**src/rtl/div_acc_seq_if.sv**
```systemverilog
// Divide-accelerator bundle: start/operands from ctrl, commit ports back to core.
// master = ctrl/core side, slave = accelerator sequencer.
interface div_acc_seq_if #(
    parameter int DATA_W = 16
);
    logic              StartDiv102;
    logic [DATA_W-1:0] Divident;
    logic [DATA_W-1:0] Divisor;
    logic              Flush103;
    logic              Busy;
    logic              StallPipe;
    logic              M_WrEnAcc;
    logic [15:0]       M_AddrAcc;
    logic [DATA_W-1:0] M_WrDataAcc;
    logic              D_WrEnAcc;
    logic [DATA_W-1:0] D_WrDataAcc;
    logic              DoneAcc;
    logic              DivErr;
    logic [DATA_W-1:0] Quotient;
    logic [DATA_W-1:0] Residue;

    modport master (
        output StartDiv102, Divident, Divisor, Flush103,
        input  Busy, StallPipe, M_WrEnAcc, M_AddrAcc, M_WrDataAcc,
        input  D_WrEnAcc, D_WrDataAcc, DoneAcc, DivErr, Quotient, Residue
    );

    modport slave (
        input  StartDiv102, Divident, Divisor, Flush103,
        output Busy, StallPipe, M_WrEnAcc, M_AddrAcc, M_WrDataAcc,
        output D_WrEnAcc, D_WrDataAcc, DoneAcc, DivErr, Quotient, Residue
    );
endinterface

```
**src/rtl/div_acc_seq.sv**
```systemverilog
// Divide-loop accelerator: 16-step restoring divide, then commits the
// loop's end state (count to M[ADDR_Q], residue to M[ADDR_R] and D).
module div_acc_seq #(
    parameter int          DATA_W = 16,
    parameter logic [15:0] ADDR_Q = 16'd1,
    parameter logic [15:0] ADDR_R = 16'd2
) (
    input logic          Clk,
    input logic          ResetN,
    div_acc_seq_if.slave bus
);
    localparam int SW = $clog2(DATA_W);

    typedef enum logic [2:0] {
        IDLE, CHK, DIV, FIX, WR_Q, WR_R
    } stateT;

    stateT             state, stateNext;
    logic [DATA_W-1:0] dvd, dsr;
    logic [DATA_W-1:0] q, r;
    logic [DATA_W-1:0] kReg, rReg;
    logic [DATA_W-1:0] quot, resid;
    logic [SW-1:0]     step;
    logic [DATA_W-1:0] rShift;
    logic              rGe;
    logic              badOps;
    logic              startOk;

    assign startOk = bus.StartDiv102 && !bus.Flush103;
    assign rShift  = {r[DATA_W-2:0], dvd[step]};
    assign rGe     = rShift >= dsr;
    // Signed-looking operands would make the software loop behave differently
    assign badOps  = (dsr == '0) || dsr[DATA_W-1] || dvd[DATA_W-1];

    always_ff @(posedge Clk or negedge ResetN) begin
        if (!ResetN) state <= IDLE;
        else         state <= stateNext;
    end

    always_comb begin
        stateNext = state;
        case (state)
            IDLE: if (startOk) stateNext = CHK;
            CHK: begin
                if (bus.Flush103 || badOps) stateNext = IDLE;
                else                        stateNext = DIV;
            end
            DIV: begin
                if (bus.Flush103)    stateNext = IDLE;
                else if (step == '0) stateNext = FIX;
            end
            FIX: begin
                if (bus.Flush103) stateNext = IDLE;
                else              stateNext = WR_Q;
            end
            WR_Q:    stateNext = WR_R;
            WR_R:    stateNext = IDLE;
            default: stateNext = IDLE;
        endcase
    end

    always_ff @(posedge Clk or negedge ResetN) begin
        if (!ResetN) begin
            dvd   <= '0;
            dsr   <= '0;
            q     <= '0;
            r     <= '0;
            step  <= '0;
            kReg  <= '0;
            rReg  <= '0;
            quot  <= '0;
            resid <= '0;
        end else begin
            case (state)
                IDLE: begin
                    if (startOk) begin
                        dvd <= bus.Divident;
                        dsr <= bus.Divisor;
                    end
                end
                CHK: begin
                    q    <= '0;
                    r    <= '0;
                    step <= SW'(DATA_W - 1);
                end
                DIV: begin
                    r       <= rGe ? rShift - dsr : rShift;
                    q[step] <= rGe;
                    if (step != '0) step <= step - 1'b1;
                end
                FIX: begin
                    // The loop always runs once and stops on residue <= 0
                    if (dvd == '0) begin
                        kReg <= DATA_W'(1);
                        rReg <= '0 - dsr;
                    end else if (r == '0) begin
                        kReg <= q;
                        rReg <= '0;
                    end else begin
                        kReg <= q + DATA_W'(1);
                        rReg <= r - dsr;
                    end
                end
                WR_R: begin
                    quot  <= kReg;
                    resid <= rReg;
                end
                default: ;
            endcase
        end
    end

    always_comb begin
        bus.M_WrEnAcc   = 1'b0;
        bus.M_AddrAcc   = '0;
        bus.M_WrDataAcc = '0;
        bus.D_WrEnAcc   = 1'b0;
        bus.D_WrDataAcc = '0;
        bus.DoneAcc     = 1'b0;
        unique case (1'b1)
            state == WR_Q: begin
                bus.M_WrEnAcc   = 1'b1;
                bus.M_AddrAcc   = ADDR_Q;
                bus.M_WrDataAcc = kReg;
            end
            state == WR_R: begin
                bus.M_WrEnAcc   = 1'b1;
                bus.M_AddrAcc   = ADDR_R;
                bus.M_WrDataAcc = rReg;
                bus.D_WrEnAcc   = 1'b1;
                bus.D_WrDataAcc = rReg;
                bus.DoneAcc     = 1'b1;
            end
            default: ;
        endcase
    end

    assign bus.Busy      = state != IDLE;
    assign bus.StallPipe = state != IDLE;
    assign bus.DivErr    = (state == CHK) && badOps && !bus.Flush103;
    assign bus.Quotient  = quot;
    assign bus.Residue   = resid;
endmodule

```
**src/flat_wrapper.sv**
```systemverilog
// flat-port wrapper written by rule: the top's interface ports become plain ports
module div_acc_seq_flat 
#(
    parameter int          DATA_W = 16,
    parameter logic [15:0] ADDR_Q = 16'd1,
    parameter logic [15:0] ADDR_R = 16'd2
)
  (Clk, ResetN, bus_StartDiv102, bus_Divident, bus_Divisor, bus_Flush103, bus_Busy, bus_StallPipe, bus_M_WrEnAcc, bus_M_AddrAcc, bus_M_WrDataAcc, bus_D_WrEnAcc, bus_D_WrDataAcc, bus_DoneAcc, bus_DivErr, bus_Quotient, bus_Residue);
  div_acc_seq_if #(.DATA_W(DATA_W)) bus_i ();
  input logic Clk;
  input logic ResetN;
  input wire logic [$bits(bus_i.StartDiv102)-1:0] bus_StartDiv102;
  input wire logic [$bits(bus_i.Divident)-1:0] bus_Divident;
  input wire logic [$bits(bus_i.Divisor)-1:0] bus_Divisor;
  input wire logic [$bits(bus_i.Flush103)-1:0] bus_Flush103;
  output wire logic [$bits(bus_i.Busy)-1:0] bus_Busy;
  output wire logic [$bits(bus_i.StallPipe)-1:0] bus_StallPipe;
  output wire logic [$bits(bus_i.M_WrEnAcc)-1:0] bus_M_WrEnAcc;
  output wire logic [$bits(bus_i.M_AddrAcc)-1:0] bus_M_AddrAcc;
  output wire logic [$bits(bus_i.M_WrDataAcc)-1:0] bus_M_WrDataAcc;
  output wire logic [$bits(bus_i.D_WrEnAcc)-1:0] bus_D_WrEnAcc;
  output wire logic [$bits(bus_i.D_WrDataAcc)-1:0] bus_D_WrDataAcc;
  output wire logic [$bits(bus_i.DoneAcc)-1:0] bus_DoneAcc;
  output wire logic [$bits(bus_i.DivErr)-1:0] bus_DivErr;
  output wire logic [$bits(bus_i.Quotient)-1:0] bus_Quotient;
  output wire logic [$bits(bus_i.Residue)-1:0] bus_Residue;
  assign bus_i.StartDiv102 = bus_StartDiv102;
  assign bus_i.Divident = bus_Divident;
  assign bus_i.Divisor = bus_Divisor;
  assign bus_i.Flush103 = bus_Flush103;
  assign bus_Busy = bus_i.Busy;
  assign bus_StallPipe = bus_i.StallPipe;
  assign bus_M_WrEnAcc = bus_i.M_WrEnAcc;
  assign bus_M_AddrAcc = bus_i.M_AddrAcc;
  assign bus_M_WrDataAcc = bus_i.M_WrDataAcc;
  assign bus_D_WrEnAcc = bus_i.D_WrEnAcc;
  assign bus_D_WrDataAcc = bus_i.D_WrDataAcc;
  assign bus_DoneAcc = bus_i.DoneAcc;
  assign bus_DivErr = bus_i.DivErr;
  assign bus_Quotient = bus_i.Quotient;
  assign bus_Residue = bus_i.Residue;
  div_acc_seq #(.DATA_W(DATA_W), .ADDR_Q(ADDR_Q), .ADDR_R(ADDR_R)) u_core (.Clk(Clk), .ResetN(ResetN), .bus(bus_i));
endmodule
```
**config.mk**
```make
export PLATFORM = sky130hd
export DESIGN_NAME = div_acc_seq_flat
export DESIGN_NICKNAME = d
export VERILOG_FILES = /design/src/rtl/div_acc_seq_if.sv /design/src/rtl/div_acc_seq.sv /design/src/flat_wrapper.sv
export SDC_FILE = /design/constraint.sdc
export NUM_CORES = 1
export LEC_CHECK = 0
export ABC_AREA = 1
export CORE_MARGIN = 5
export CORE_UTILIZATION = 39
export CTS_CLUSTER_DIAMETER = 80
export CTS_CLUSTER_SIZE = 25
export DETAILED_ROUTE_END_ITERATION = 16
export PLACE_DENSITY = 0.58
export REMOVE_ABC_BUFFERS = 1
export SLEW_MARGIN = 20
export SYNTH_ARGS = -nofsm -noshare
export SYNTH_HDL_FRONTEND = slang
export SYNTH_SLANG_ARGS = --single-unit
```
**constraint.sdc**
```tcl
create_clock -name Clk -period 3.7 [get_ports Clk]
set_clock_uncertainty 0.15 [all_clocks]
set_input_delay 0.74 -clock Clk [delete_from_list [all_inputs] [get_ports Clk]]
set_output_delay 0.74 -clock Clk [all_outputs]
set_load 0.01 [all_outputs]
```
==> results of run 1 <==
==> cells in the mapped netlist, drive strengths merged, types with 2 or more instances <==
cell,number,area share
xor2,10,0.0099
fa,2,0.0045
ha,37,0.053
buf,31,0.024
dfrtp,135,0.38
nor3,20,0.015
a22oi,2,0.0017
nand2,376,0.16
a21oi,82,0.047
clkinv,2,0.00085
o21bai,3,0.0026
or2,2,0.0014
xnor2,8,0.0079
nor2,134,0.058
clkbuf,17,0.0072
nand3,104,0.060
o22ai,4,0.0028
a31oi,3,0.0021
and2,3,0.0021
nand3b,5,0.0043
nand4,21,0.015
o21ai,88,0.050
inv,202,0.086
==> state kept, by name (all words and copies together) (netlist names) <==
register	flops
u_core.state	3
u_core.dvd	16
u_core.bus.Quotient	16
u_core.rReg	16
u_core.kReg	16
u_core.bus.Residue	16
u_core.step	4
u_core.r	16
u_core.dsr	16
u_core.q	16
==> cell type report <==
class / count / area (sq um) / share of cell area
multi-input combinational: 920 / 4460 / 0.413
tap: 285 / 357 / 0.0330
inverter: 204 / 768 / 0.0711
timing repair buffer: 118 / 1180 / 0.109
clock buffer: 18 / 429 / 0.0397
clock inverter: 14 / 221 / 0.0205
sequential: 135 / 3380 / 0.313
==> power by group through the flow <==
stage                     combinational, mW  sequential [mW]  clock (mW)
after floorplan                        1.29             1.95           0
final                                  1.99             1.96        1.89
after CTS                              1.99             1.95        1.92
after global placement                 1.96             1.97           0
after detailed placement               1.98             1.98           0
after global routing                   2.25             1.99        1.99
==> cell families (layout without fill, tap and decap cells) <==
group           after synthesis  in the layout
compound gates              184            184
simple gates                665            665
flops                       135            135
xor+xnor                     18             18
other cells                   1             14
fa+ha+maj                    39             39
buf+inv                     252            354
==> metal layers <==
layer	global-route usage	share of wire	wire, microns
met1	0.265	0.49	12100
met2	0.314	0.46	11500
met3	0.0310	0.039	967
met4	0.0481	0.011	276
met5	0	0	0
==> what timing repair did <==
item                                    in CTS  in global routing
gates resized for setup                      1                  6
buffers inserted                             0                  0
endpoints found under the setup margin       1                 10
==> critical path, delay by kind of cell, from the launching register on <==
kind	cells	cell delay, ns
DFF	1	0.44
buffers and inverters	4	0.84
adders and majority gates	1	0.21
and+or+nand+nor	6	0.74
==> through the flow <==
step | TNS [ns] | utilization | total power, mW | hold WS [ns] | std cells
6_report | 0 | 0.481 | 5.84 | 0.0785 | 1694
5_1_grt | -0.00868 | 0.481 | 6.23 | 0.110 | 1694
4_1_cts | 0 | 0.481 | 5.87 | 0.0942 | 1694
3_5_place_dp | 0 | 0.452 | 3.96 | 0.316 | 1662
3_3_place_gp | 0 | 0.452 | 3.93 | 0.312 | 1662
2_1_floorplan | 0 | - | 3.24 | 0.294 | 1259
==> cells in the final DEF (no fill, tap or decap), drive strengths merged <==
master and count:
nand3 104, o21a 1, buf 12, ha 37, nand4 21, dfrtp 135
clkdlybuf4s50 106, a2bb2oi 1, o21ai 88, conb 14, inv 205, o21bai 3
a21oi 82, nor2 134, fa 2, a31oi 3, nand3b 5, o22ai 4
clkbuf 18, clkinv 6, a22oi 2, xnor2 8, and2 3, nand2 376
xor2 10, nor3 20, bufinv 5, or2 2, clkinvlp 2
==> final timing paths <==
path                                           to                    from  slack (ns)  depth (start not counted)
max in group asynchronous           u_core.dsr[1]                  ResetN        2.55                          2
hold reg to reg            u_core.bus.Residue[11]  u_core.bus.Residue[11]        0.33                          2
hold / removal                       u_core.r[14]                  ResetN        0.08                          1
setup reg to reg                     u_core.q[12]          u_core.step[0]        0.42                         19
min in group Clk           u_core.bus.Residue[11]  u_core.bus.Residue[11]        0.33                          2
setup / recovery                       bus_DivErr           u_core.dsr[1]        0.16                         11
==> impl_results.md, run 1 <==
- Worst-Skew Late Latency: roughly 0.43 ns
- Initial cell density of the core: 0.393
- Largest family of logic cells by synthesized area: simple AND/OR/NAND/NOR gates
- Post-synth ARST share: 1.00
- Die area: about 26000 sq um
- Compound-Gate Fraction of Synth Area: 0.108
- DRT iter0 DRCs: about 570
- Synth Area in Simple Gates: 0.315
- Mux cell area share after synthesis: 0
- Worst Setup Start Kind: register
- Vias: between 8000 and 9000
- Global-route wire length before repair: 40500 microns
- Core region area: around 22000 sq um
- I/O Buffers: roughly 110
- Die W: roughly 160 microns
- Mapped Cells: around 1300
- CTS H-tree lvls: 4
- Int Pwr: ~3.7 mW
- Die Y: about 160 microns
- Switching power: around 2.2 mW
- Layout cell share with drive strength beyond 1: 0.0490
- Synthesized area per cell: 6.81 sq um
- Post-DRT Antenna Nets: 0
- Switching share of power: 0.372
- Number of setup violations in the final report: 0
- Vias in the first global route: between 7000 and 8000
- Total of max-cap violations: 0
- Leakage: between 5 and 6 nW
- Seq/Total Area, Yosys: 0.383
- CP peak stage delay: around 0.53 ns
- Worst Path Max Fanout: 6
- Slowest stage cell, crit path: clkdlybuf4s50_1
- Combinational share of power: 0.341
- Io pins: roughly 120
- Root buf cell: clkbuf_16
- Initial antenna violation count: 0
- Gr usage total: 0.191
- Gr ovfl total: 0
- DR pass1 iterations: 5
- Clock transition at path regs: roughly 0.060 ns
- Routability Congestion: around 0.89
- Slew at the pin closest to its max-slew limit: just over 0.8 ns
- Wirelength, routed: roughly 25000 microns
- Synth Cell Area: between 8000 and 9000 sq um
- Pre-CTS WS: about 0.43 ns
- Post-Synth Adder-Cell Area: 0.0570
- Max_slew headroom: 0.459
- Fin area: around 11000 sq um
- Worst path cell trace: inv_2 > ha_1 > nand3_2 > inv_1 > nand3_1 > nor2_1 > nand4_1 > nand3_2 > nand3_1 > inv_1 > clkdlybuf4s50_1
- Netlist cell types: 36
- Hold Path Class: in -> async
- Clock power frac: 0.323
- Setup ws final: 0.158 ns
- Top FF cell, synth: dfrtp_1
- EDFF count, synth: 0
- Num CTS Buffers: 17
- Placed inst area: between 10000 and 15000 sq um
- Area grow syn2layout: 22.5%
- Post-synthesis xor/xnor area fraction: 0.0179
- Clock tree from TritonCTS: yes
- Setup CP Type: reg -> out
- Sequential Power Share: 0.335
- Final Hold Fails: 0
- Tmin final: about 3.5 ns
- DR DRC count: 0
- WL per Instance: ~15 microns
- Worst Path Required: 2.81 ns
- Final #Nets: roughly 1500
- Max clock buf depth: 2
- # diodes: 0
- Pin count of the biggest net entering global routing: 66
- Fmax: approximately 280 MHz
- PwrDens: between 500 and 600 nW/um^2
- Critical Path Sink Type: output pin
- Synth warn: 0
- CTS sink count: between 100 and 150
- Hpwl dp: about 19000 microns
- Final worst-path cycle share: 0.957
- Fillers: 2267
- Slew Viols, Final: 0
- #FFs+latches synth: 135
- Max VDD drop: 0.231 mV
- Hold buffer count at cts: 0
- Status: completed
- Vias per cell: 4.88
- # rows: 55
- Worst path arrival time: about 2.7 ns
(Power assumes the default switching activity.)
==> inputs of run 2 (changes only) <==
- SLEW_MARGIN: 20 -> not set
==> results of run 2 <==
Final layout, timing and power as in run 1 (identical DEF).
